<file path="src/rtl/i2c_master_byte_ctrl.sv">
// Byte-level I2C master controller: sequences START / 8 data bits / ACK / STOP
// as single-bit commands to a downstream bit-timing PHY.
module i2c_master_byte_ctrl (
  input  logic       clk_i,
  input  logic       rst_i,
  input  logic       req_valid_i,
  output logic       req_ready_o,
  input  logic       start_i,
  input  logic       stop_i,
  input  logic       read_i,
  input  logic       write_i,
  input  logic       ack_i,
  input  logic [7:0] wr_data_i,
  output logic [7:0] rd_data_o,
  output logic       ack_o,
  output logic       done_o,
  output logic       arb_lost_o,
  output logic [2:0] phy_cmd_o,
  output logic       phy_data_o,
  input  logic       phy_data_i,
  input  logic       phy_cmd_done_i,
  input  logic       phy_arb_lost_i
);

  localparam logic [2:0] CmdNop   = 3'd0;
  localparam logic [2:0] CmdStart = 3'd1;
  localparam logic [2:0] CmdStop  = 3'd2;
  localparam logic [2:0] CmdWrite = 3'd3;
  localparam logic [2:0] CmdRead  = 3'd4;

  typedef enum logic [2:0] {
    IDLE_S, START_S, WR_BIT_S, RD_BIT_S, WR_ACK_S, RD_ACK_S, STOP_S
  } state_e;

  state_e      state_q, state_d;
  logic [2:0]  cnt_q, cnt_d;
  logic [7:0]  wr_data_q, wr_data_d;
  logic        stop_q, stop_d;
  logic        read_q, read_d;
  logic        write_q, write_d;
  logic        ack_req_q, ack_req_d;
  logic [7:0]  rd_data_q, rd_data_d;
  logic        ack_q, ack_d;
  logic        done_q, done_d;
  logic        arb_q, arb_d;
  logic [2:0]  cmd_q, cmd_d;
  logic        accept;

  assign req_ready_o = (state_q == IDLE_S);
  assign accept      = req_valid_i && req_ready_o;

  always_comb begin
    state_d   = state_q;
    cnt_d     = cnt_q;
    wr_data_d = wr_data_q;
    stop_d    = stop_q;
    read_d    = read_q;
    write_d   = write_q;
    ack_req_d = ack_req_q;
    rd_data_d = rd_data_q;
    ack_d     = ack_q;
    done_d    = 1'b0;
    arb_d     = 1'b0;

    unique case (state_q)
      IDLE_S: begin
        if (accept) begin
          wr_data_d = wr_data_i;
          stop_d    = stop_i;
          write_d   = write_i;
          // A simultaneous read request is dropped in favour of the write.
          read_d    = read_i & ~write_i;
          ack_req_d = ack_i;
          if (start_i)                  state_d = START_S;
          else if (write_i)             state_d = WR_BIT_S;
          else if (read_i)              state_d = RD_BIT_S;
          else if (stop_i)              state_d = STOP_S;
          else                          done_d  = 1'b1;
        end
      end
      START_S: begin
        if (phy_cmd_done_i) begin
          if (write_q)     state_d = WR_BIT_S;
          else if (read_q) state_d = RD_BIT_S;
          else if (stop_q) state_d = STOP_S;
          else begin
            state_d = IDLE_S;
            done_d  = 1'b1;
          end
        end
      end
      WR_BIT_S: begin
        if (phy_cmd_done_i) begin
          if (cnt_q == 3'd0) state_d = RD_ACK_S;
          else               cnt_d   = cnt_q - 3'd1;
        end
      end
      RD_BIT_S: begin
        if (phy_cmd_done_i) begin
          rd_data_d = {rd_data_q[6:0], phy_data_i};
          if (cnt_q == 3'd0) state_d = WR_ACK_S;
          else               cnt_d   = cnt_q - 3'd1;
        end
      end
      WR_ACK_S, RD_ACK_S: begin
        if (phy_cmd_done_i) begin
          if (state_q == RD_ACK_S) ack_d = phy_data_i;
          if (stop_q) state_d = STOP_S;
          else begin
            state_d = IDLE_S;
            done_d  = 1'b1;
          end
        end
      end
      STOP_S: begin
        if (phy_cmd_done_i) begin
          state_d = IDLE_S;
          done_d  = 1'b1;
        end
      end
      default: state_d = IDLE_S;
    endcase

    // Arbitration loss overrides any completion seen in the same cycle.
    if (state_q != IDLE_S && phy_arb_lost_i) begin
      state_d   = IDLE_S;
      cnt_d     = cnt_q;
      rd_data_d = rd_data_q;
      ack_d     = ack_q;
      done_d    = 1'b0;
      arb_d     = 1'b1;
    end

    if ((state_d == WR_BIT_S || state_d == RD_BIT_S) && state_d != state_q) cnt_d = 3'd7;
  end

  // Command register tracks the next state so it changes on the sampling edge.
  always_comb begin
    cmd_d = CmdNop;
    unique case (state_d)
      START_S:  cmd_d = CmdStart;
      WR_BIT_S: cmd_d = CmdWrite;
      RD_BIT_S: cmd_d = CmdRead;
      WR_ACK_S: cmd_d = CmdWrite;
      RD_ACK_S: cmd_d = CmdRead;
      STOP_S:   cmd_d = CmdStop;
      default:  cmd_d = CmdNop;
    endcase
  end

  always_comb begin
    phy_data_o = 1'b1;
    unique case (state_q)
      WR_BIT_S: phy_data_o = wr_data_q[cnt_q];
      WR_ACK_S: phy_data_o = ack_req_q;
      default:  phy_data_o = 1'b1;
    endcase
  end

  always_ff @(posedge clk_i or posedge rst_i) begin
    if (rst_i) begin
      state_q   <= IDLE_S;
      cnt_q     <= 3'd0;
      wr_data_q <= 8'h00;
      stop_q    <= 1'b0;
      read_q    <= 1'b0;
      write_q   <= 1'b0;
      ack_req_q <= 1'b0;
      rd_data_q <= 8'h00;
      ack_q     <= 1'b1;
      done_q    <= 1'b0;
      arb_q     <= 1'b0;
      cmd_q     <= CmdNop;
    end else begin
      state_q   <= state_d;
      cnt_q     <= cnt_d;
      wr_data_q <= wr_data_d;
      stop_q    <= stop_d;
      read_q    <= read_d;
      write_q   <= write_d;
      ack_req_q <= ack_req_d;
      rd_data_q <= rd_data_d;
      ack_q     <= ack_d;
      done_q    <= done_d;
      arb_q     <= arb_d;
      cmd_q     <= cmd_d;
    end
  end

  assign rd_data_o  = rd_data_q;
  assign ack_o      = ack_q;
  assign done_o     = done_q;
  assign arb_lost_o = arb_q;
  assign phy_cmd_o  = cmd_q;

endmodule

</file>
<file path="config.mk">
export PLATFORM = sky130hd
export DESIGN_NAME = i2c_master_byte_ctrl
export DESIGN_NICKNAME = d
export VERILOG_FILES = /design/src/rtl/i2c_master_byte_ctrl.sv
export SDC_FILE = /design/constraint.sdc
export NUM_CORES = 1
export LEC_CHECK = 0
export CAP_MARGIN = 10
export CORE_AREA = 2 2 63 65
export DETAILED_ROUTE_END_ITERATION = 6
export DIE_AREA = 0 0 65 67
export PLACE_DENSITY_LB_ADDON = 0.05
export SETUP_SLACK_MARGIN = 0.05
export SLEW_MARGIN = 0
export SYNTH_ARGS = -nofsm -noshare
export SYNTH_HDL_FRONTEND = slang
export SYNTH_SLANG_ARGS = --single-unit
</file>
<file path="constraint.sdc">
create_clock -name clk_i -period 3.2 [get_ports clk_i]
set_input_delay 0.64 -clock clk_i [delete_from_list [all_inputs] [get_ports clk_i]]
set_output_delay 0.64 -clock clk_i [all_outputs]
set_load 0.01 [all_outputs]
</file>
## After elaboration in Yosys (flattened, before gate mapping)

Index checks and enable logic that the tools add are counted.

| cells by class | value |
|---|---|
| reductions and logical operators | 17 |
| $add $sub $neg | 1 |
| multiplexer cells | 40 |
| magnitude comparators | 1 |
| bitwise gates (word level) | 3 |
| equal/unequal tests | 15 |

Operators with widths:

| cell | number |
|---|---|
| 3-bit 2-to-1 mux | 21 |
| 3-bit equality test, second input constant | 6 |
| 3-bit case mux with 6 select lines | 1 |
| 1-bit 2-to-1 mux | 14 |
| 3-bit by 2-bit equality test with 1-bit output, second input constant | 4 |
| 3-bit case mux with 4 select lines | 1 |
| 4-bit AND reduction | 2 |
| 2-bit OR reduction | 4 |
| 3-bit by 1-bit equality test with 1-bit output, second input constant | 2 |
| 3-bit logical NOT | 2 |
| 3-bit by 4-bit < comparator with 1-bit output, second input constant | 1 |
| 2-bit by 1-bit inequality test with 1-bit output, second input constant | 2 |
| 1-bit case mux with 4 select lines | 1 |
| 2-bit nonzero test | 2 |
| 1-bit binary-select mux with 3-bit select | 1 |
| 1-bit logical AND | 3 |
| 3-bit inequality test | 1 |
| 3-bit AND reduction | 1 |
| 3-bit nonzero test | 1 |
| 3-bit by 1-bit subtractor with 3-bit output, second input constant | 1 |
| 1-bit NOT | 2 |
| 1-bit case mux with 2 select lines | 1 |
| 2-bit AND reduction | 1 |
| 1-bit AND | 1 |
| 1-bit logical OR | 1 |

| storage, ports and cells | value |
|---|---|
| input port bits | 19 |
| output and inout port bits | 16 |
| word-level logic and storage cells | 89 |
| bits in registers | 32 |

## Longest topological paths before layout

Gate-level depths: netlist of run 1.

| logic depth | value |
|---|---|
| depth in word-level cells | 12 |
| mapped depth | 8 |
| depth with buffers taken out | 8 |

## Worst setup path before layout of run 1

No wires, ideal clock.

| timing path | value |
|---|---|
| kind | input to register |
| start | input req_valid_i |
| end | register cnt_q[1] |
| setup time | 0.082 ns |
| arrival | 2.065 ns |
| path buffers | 1 |
| slack | 1.053 ns |
| stages on the path | 7 |
| data required time | 3.118 ns |
| path through | or4b_1 -> buf_2 -> nor3_2 -> a211oi_1 -> or2_1 -> a211o_1 -> a22oi_2 |

| on the way | value |
|---|---|
| longest elaborated chain between the ends | 9 |
| elaborated cells between the ends (all ways) | 15 |

Ends and longest elaborated chain:

| element | RTL line | RTL |
|---|---|---|
| start, declared | 6 | `input logic req_valid_i,` |
| 1-bit logical AND * | 50 | `assign accept = req_valid_i && req_ready_o;` |
| 3-bit 2-to-1 mux * | 67 | `if (accept) begin` |
| 3-bit case mux with 6 select lines * | 65 | `unique case (state_q)` |
| 3-bit 2-to-1 mux * | 125 | `if (state_q != IDLE_S && phy_arb_lost_i) begin` |
| 3-bit by 2-bit equality test with 1-bit output | 134 | `if ((state_d == WR_BIT_S \|\| state_d == RD_BIT_S) && state_d != state_q) cnt_d = 3'd7;` |
| 1-bit logical OR | 134 |  |
| 1-bit logical AND * | 134 |  |
| 2-bit by 1-bit inequality test with 1-bit output (no source line) or 2-bit nonzero test (tied branches) | n/a |  |
| 4-bit AND reduction (no source line) | n/a |  |
| end signal, assigned | 176 | `cnt_q <= cnt_d;` |
| end, declared | 36 | `logic [2:0] cnt_q, cnt_d;` |

Every way passes the cells marked *; elsewhere a longest branch is shown, timed or not.
A chain may end at the register's enable or synchronous reset.

## Worst setup path after layout of run 1

| timing path | value |
|---|---|
| start | register cnt_q[0] |
| end | output phy_data_o |

| on the way | value |
|---|---|
| longest elaborated chain between the ends | 3 |

Ends and longest elaborated chain:

| element | RTL line | RTL |
|---|---|---|
| 1-bit binary-select mux with 3-bit select | 154 | `WR_BIT_S: phy_data_o = wr_data_q[cnt_q];` |
| 1-bit 2-to-1 mux (implied by the code) | 154 |  |
| 1-bit case mux with 2 select lines | 153 | `unique case (state_q)` |
| end, declared | 19 | `output logic phy_data_o,` |

No other way between the ends. The select of a mux whose other input is x is not followed.

==> flow_summary.ini, run 1 <==
[clocking]
cts_hold_buffers = 0
clkSlewWorstSetupHoldPaths_ps = 70
cts_root_buf = clkbuf_8
clock_path_buffers = 2
post_cts_resized = 0
htreeDepth = 2
cts.sinks = 32
clock_latency_ps = 280
cts_setup_buffers = 0
numCtsBuffers = 5
cts_tree = yes

[global_routing]
grt_first_pass_wirelength_mm = 5.62
gr-usage-all-layers_pct = 17.3
grt_pass1_vias = 1249
grt-ovfl-total = 0
grt_max_degree = 33
antenna_found_initial = 0

[worst_setup_path]
slowest_stage = mux4_2
crit_type = register to output port
crit_buf_inv = 1
cp_max_fo = 4
cpPeakStageDelay_ps = 530
crit_arrival_ps = 2270
crit_chain = mux4_2 -> mux2i_1 -> a21oi_1 -> or2_2 -> clkdlybuf4s50_1
ff2ff_setup_slack_ps = 840
r2r-end = phy_cmd_o[0]
r2r_cells = 8
critPathCaptureType = output port
reg2reg_from = cnt_q[0]
crit_family = multiplexers
crit_required_ps = 2560
startpoint_type = register

[sta]
slew_headroom_pct = 69.0
fmax_mhz = 344
finalCritPeriodShare_pct = 90.9
finClkSkew_ps = 5.16
fin_tns_setup_ps = 0
finalSetupViolCount = 0
slew_violations = 0
rsz0062_at_grt = false
final-hold-violation-count = 0
fin_crit_ps = 2910
tightest_slew_ps = 464

[routing]
drc = 0
drt_iter0_markers = 117
wirelength_mm = 3.26
wl_per_cell_um = 14.2
dr.pass1.iters = 4
via_per_inst = 5.33
drtAntennaViolNets = 0
via_count = 1227

[placement]
gp_congestion = 0.871
place_hpwl_mm = 2.32
io_buffers = 34
placed_area_sq_um = 2010

[die]
ioPinCount = 35
placementRows = 22
core_area_sq_um = 3610
die_w_um = 65
initial_core_util_pct = 44.8
die_area_sq_um = 4360
dieHeight_um = 67

[synthesis]
ys_warn_count = 0
synth_area_per_cell_sq_um = 11.2
yosys-top-cells-area = dfrtp_1 (48%), mux2_2 (15%), nor2_1 (3.3%), a21oi_1 (2.8%), mux4_2 (2.8%)
yosysTopAreaCellShare_pct = 48.0
ys_seq_elements = 32
syn_area_sq_um = 1620
yosys.area.top_type = dfrtp_1
syn_nets = 165
syn_inst = 144
ys_types = 41
seq_area_frac_synth_pct = 49.6

[run]
max-cap-violations = 0

[hold_path]
hold_path_startpoint = wr_data_q[2]
holdCritPathClass = register to register
min_to = wr_data_q[2]
hold_depth = 1

[power_and_ir_drop]
power_density_nw_per_um2 = 867
leakage_nw = 0.920
irDropWorstVdd_mv = 0.457
p_total_mw = 1.83

[layout]
fin_area_sq_um = 2110
fin_nets = 202
n_antenna_cell = 0
layout_commonest_cell = clkdlybuf4s50_1
area_growth_pct = 30.8
drive_gt1_share_pct = 21.4
final_cell_mix = clkdlybuf4s50_1 (34), dfrtp_1 (31), mux2_2 (21), nor2_1 (14), a21oi_1 (9)

[outcome]
status = finished, final reports clean
==> Yosys cell counts, drive strengths merged <==
library cell	number
dfrtp	31
mux2	21
nor2	14
a21oi	9
nor2b	7
inv	6
clkbuf	5
nand2	5
nor3	4
buf	3
nor3b	3
or2	3
a22oi	2
and2	2
ha	2
mux2i	2
mux4	2
nand3	2
nor4b	2
o21ai	2
a211o	1
a211oi	1
a221o	1
a311o	1
a31oi	1
a32o	1
a32oi	1
and3	1
dfstp	1
nand2b	1
nand3b	1
o211ai	1
o21a	1
o22ai	1
o31ai	1
or4b	1
xnor2	1
==> registers in the layout, indices dropped and copies added, names as in the netlist <==
signal	cells
write_q	1
read_q	1
phy_cmd_o	3
ack_o	1
done_o	1
ack_req_q	1
rd_data_o	8
arb_lost_o	1
wr_data_q	8
cnt_q	3
state_q	3
stop_q	1
==> cells by family after synthesis <==
| group | count (synthesis) | synth area share [%] |
|---|---|---|
| buffers and inverters | 14 | 3.87 |
| and+or+nand+nor | 46 | 15.6 |
| xor gates and xnor gates | 1 | 0.542 |
| muxes | 25 | 18.7 |
| adders and majority gates | 2 | 1.55 |
| DFF | 32 | 49.6 |
| AOI/OAI and AO/OA | 24 | 10.2 |
==> power breakdown <==
part | total (mW) | switching [mW] | leakage [nW] | internal (mW)
logic | 0.773 | 0.341 | 0.473 | 0.432
clock network | 0.377 | 0.146 | 0.0552 | 0.231
registers | 0.682 | 0.118 | 0.392 | 0.564
total | 1.83 | 0.605 | 0.920 | 1.23
==> area by class of cell <==
cell class              count  area, sq um
flip-flops and latches     32          802
fillers                   324         1490
clock inverters             2         35.0
repair buffers             38          370
inverters                   6         22.5
clock buffers               6         72.6
well taps                  48         60.1
multi-input cells          98          752
==> worst max path at each step <==
| stage | startpoint | to | depth (start not counted) |
|---|---|---|---|
| 2_1_floorplan | req_valid_i | cnt_q[1] | 7 |
| 3_3_place_gp | req_valid_i | phy_cmd_o[0] | 7 |
| 3_5_place_dp | req_valid_i | phy_cmd_o[0] | 7 |
| 4_1_cts | cnt_q[0] | phy_data_o | 5 |
| 5_1_grt | cnt_q[0] | phy_data_o | 5 |
| 6_report | cnt_q[0] | phy_data_o | 5 |
==> stage by stage <==
| step | std cells | util (%) | hold slack [ps] | setup WS, ps |
|---|---|---|---|---|
| 4_1_cts | 230 | 58.6 | 510 | 257 |
| 3_5_place_dp | 222 | 55.7 | 496 | 501 |
| 3_3_place_gp | 222 | 55.7 | 487 | 538 |
| 2_1_floorplan | 144 | - | 474 | 1050 |
| 6_report | 230 | 58.6 | 506 | 291 |
| 5_1_grt | 230 | 58.6 | 533 | 181 |
==> layer usage <==
layer  global-route usage [%]  wire length, um  vias to the layer above
met1                     20.2             1430                      595
met3                     5.07              178                       10
met2                     28.9             1570                       37
met4                     9.04               90                        0
li1                         -                -                      585
met5                        0                0                        -
No activity file was read; power rests on OpenSTA's default activity.
==> run 2: changes to the inputs <==
==> constraint.sdc (replaced) <==
create_clock -name clk_i -period 3.1 [get_ports clk_i]
set_input_delay 0.62 -clock clk_i [delete_from_list [all_inputs] [get_ports clk_i]]
set_output_delay 0.62 -clock clk_i [all_outputs]
set_load 0.01 [all_outputs]
==> run 2 against run 1 <==
Sequential power grew 4.8%. Final cell count shrank 0.43%. Clock skew shrank 3.0 ps. Critical path depth is the same. Critical path type unchanged.
==> flow_summary.ini, run 2 (same netlist as run 1, synthesis figures left out) <==
[sta]
fmax_mhz = 345
finalSetupViolCount = 0
slew_violations = 0
finalCritPeriodShare_pct = 93.4
slew_headroom_pct = 65.1
finClkSkew_ps = 2.13
fin_hold_ws_ps = 509
final-hold-violation-count = 0
tightest_slew_ps = 523
fin_crit_ps = 2900
rsz0062_at_grt = false
fin_tns_setup_ps = 0

[worst_setup_path]
crit_required_ps = 2480
cpPeakStageDelay_ps = 520
crit_type = register to output port
cp_max_fo = 4
critPathCaptureType = output port
crit_buf_inv = 1
crit_arrival_ps = 2280
crit_chain = mux4_2 -> mux2i_1 -> a21oi_1 -> or2_2 -> clkdlybuf4s50_1
startpoint_type = register
crit_family = multiplexers
slowest_stage = mux4_2

[run]
max-cap-violations = 0

[layout]
drive_gt1_share_pct = 21.5
nFillCells = 318
area_growth_pct = 31.5
fin_nets = 201
final_cell_mix = clkdlybuf4s50_1 (34), dfrtp_1 (31), mux2_2 (21), nor2_1 (14), a21oi_1 (9)
n_antenna_cell = 0
instances_no_fill = 229
multi_input_area_sq_um = 752
ff_latch_area_sq_um = 802
final_util_pct = 59.0
layout_commonest_cell = clkdlybuf4s50_1

[clocking]
cts_root_buf = clkbuf_8
numCtsBuffers = 5
htreeDepth = 2
cts.sinks = 32
clkSlewWorstSetupHoldPaths_ps = 70
clock_path_buffers = 2
clock_latency_ps = 280
cts_hold_buffers = 0
cts_tree = yes
post_cts_resized = 0
cts_setup_buffers = 0

[die]
die_w_um = 65
placementRows = 22
initial_core_util_pct = 44.8
dieHeight_um = 67
core_area_sq_um = 3610
ioPinCount = 35
die_area_sq_um = 4360

[power_and_ir_drop]
power_density_nw_per_um2 = 908
leakage_nw = 0.924
irDropWorstVdd_mv = 0.595
p_total_mw = 1.93

[global_routing]
grt-ovfl-total = 0
grt_max_degree = 33
gr-usage-all-layers_pct = 16.9
antenna_found_initial = 0
grt_first_pass_wirelength_mm = 5.44
grt_pass1_vias = 1195

[routing]
wirelength_mm = 3.20
via_per_inst = 5.17
dr.pass1.iters = 4
drc = 0
wl_per_cell_um = 14.0
drtAntennaViolNets = 0
via_count = 1185
drt_iter0_markers = 154

[outcome]
status = finished, final reports clean

[placement]
placed_cells = 221
gp_congestion = 0.883
io_buffers = 34
place_hpwl_mm = 2.29

[hold_path]
holdCritPathClass = register to register
run 2: path summary, 6_finish.rpt:
check                              from            to  slack, ps  cells after the start
hold reg to reg            wr_data_q[3]  wr_data_q[3]        510                      1
hold / removal             wr_data_q[3]  wr_data_q[3]        510                      1
setup / recovery               cnt_q[0]    phy_data_o        200                      5
min in group asynchronous         rst_i  phy_cmd_o[1]        720                      3
setup reg to reg               cnt_q[0]  phy_cmd_o[0]        750                      8
max in group asynchronous         rst_i         ack_o       2060                      3
run 2: final cells by class:
class | count | share of cell area (%)
flip-flops and latches | 32 | 37.7
multi-input cells | 98 | 35.4
repair buffers | 37 | 17.1
clock buffers | 7 | 4.53
well taps | 48 | 2.83
clock inverters | 1 | 1.41
inverters | 6 | 1.06
run 2: per-stage QoR:
step	worst slack, ps	area [sq um]
floorplan	973	1620
global placement	462	2000
detailed placement	441	2000
CTS	164	2130
global route	124	2130
finish	205	2130
run 2: per-layer routing:
layer / track usage [%] / routed length (um) / vias up
met5: 0 / 0 / -
met4: 7.45 / 27 / 0
met3: 4.56 / 158 / 2
met2: 27.1 / 1490 / 34
met1: 21.6 / 1530 / 565
li1: - / - / 584
run 2: worst register-to-register path, stage by stage (launching register included):
cell      delay [ps]
dfrtp_1          440
inv_1            110
ha_1             140
nor2b_1          420
o22ai_1          140
a211oi_1         360
or2_1            230
nor3b_1           70
a311o_1          320
run 2: power breakdown:
group / switching, mW / internal, mW / total (mW) / leakage [nW]
combinational: 0.340 / 0.442 / 0.782 / 0.467
sequential: 0.133 / 0.582 / 0.715 / 0.392
clock: 0.149 / 0.283 / 0.433 / 0.0645
==> run 3: changes to the inputs <==
--- a/config.mk
+++ b/config.mk
@@ -9,6 +9,7 @@
 export CORE_AREA = 2 2 63 65
 export DETAILED_ROUTE_END_ITERATION = 6
 export DIE_AREA = 0 0 65 67
+export GPL_TIMING_DRIVEN = 1
 export PLACE_DENSITY_LB_ADDON = 0.05
 export SETUP_SLACK_MARGIN = 0.05
 export SLEW_MARGIN = 0
==> results of run 3 <==
Same layout as run 2: the final DEF is identical, and so are final timing and power.
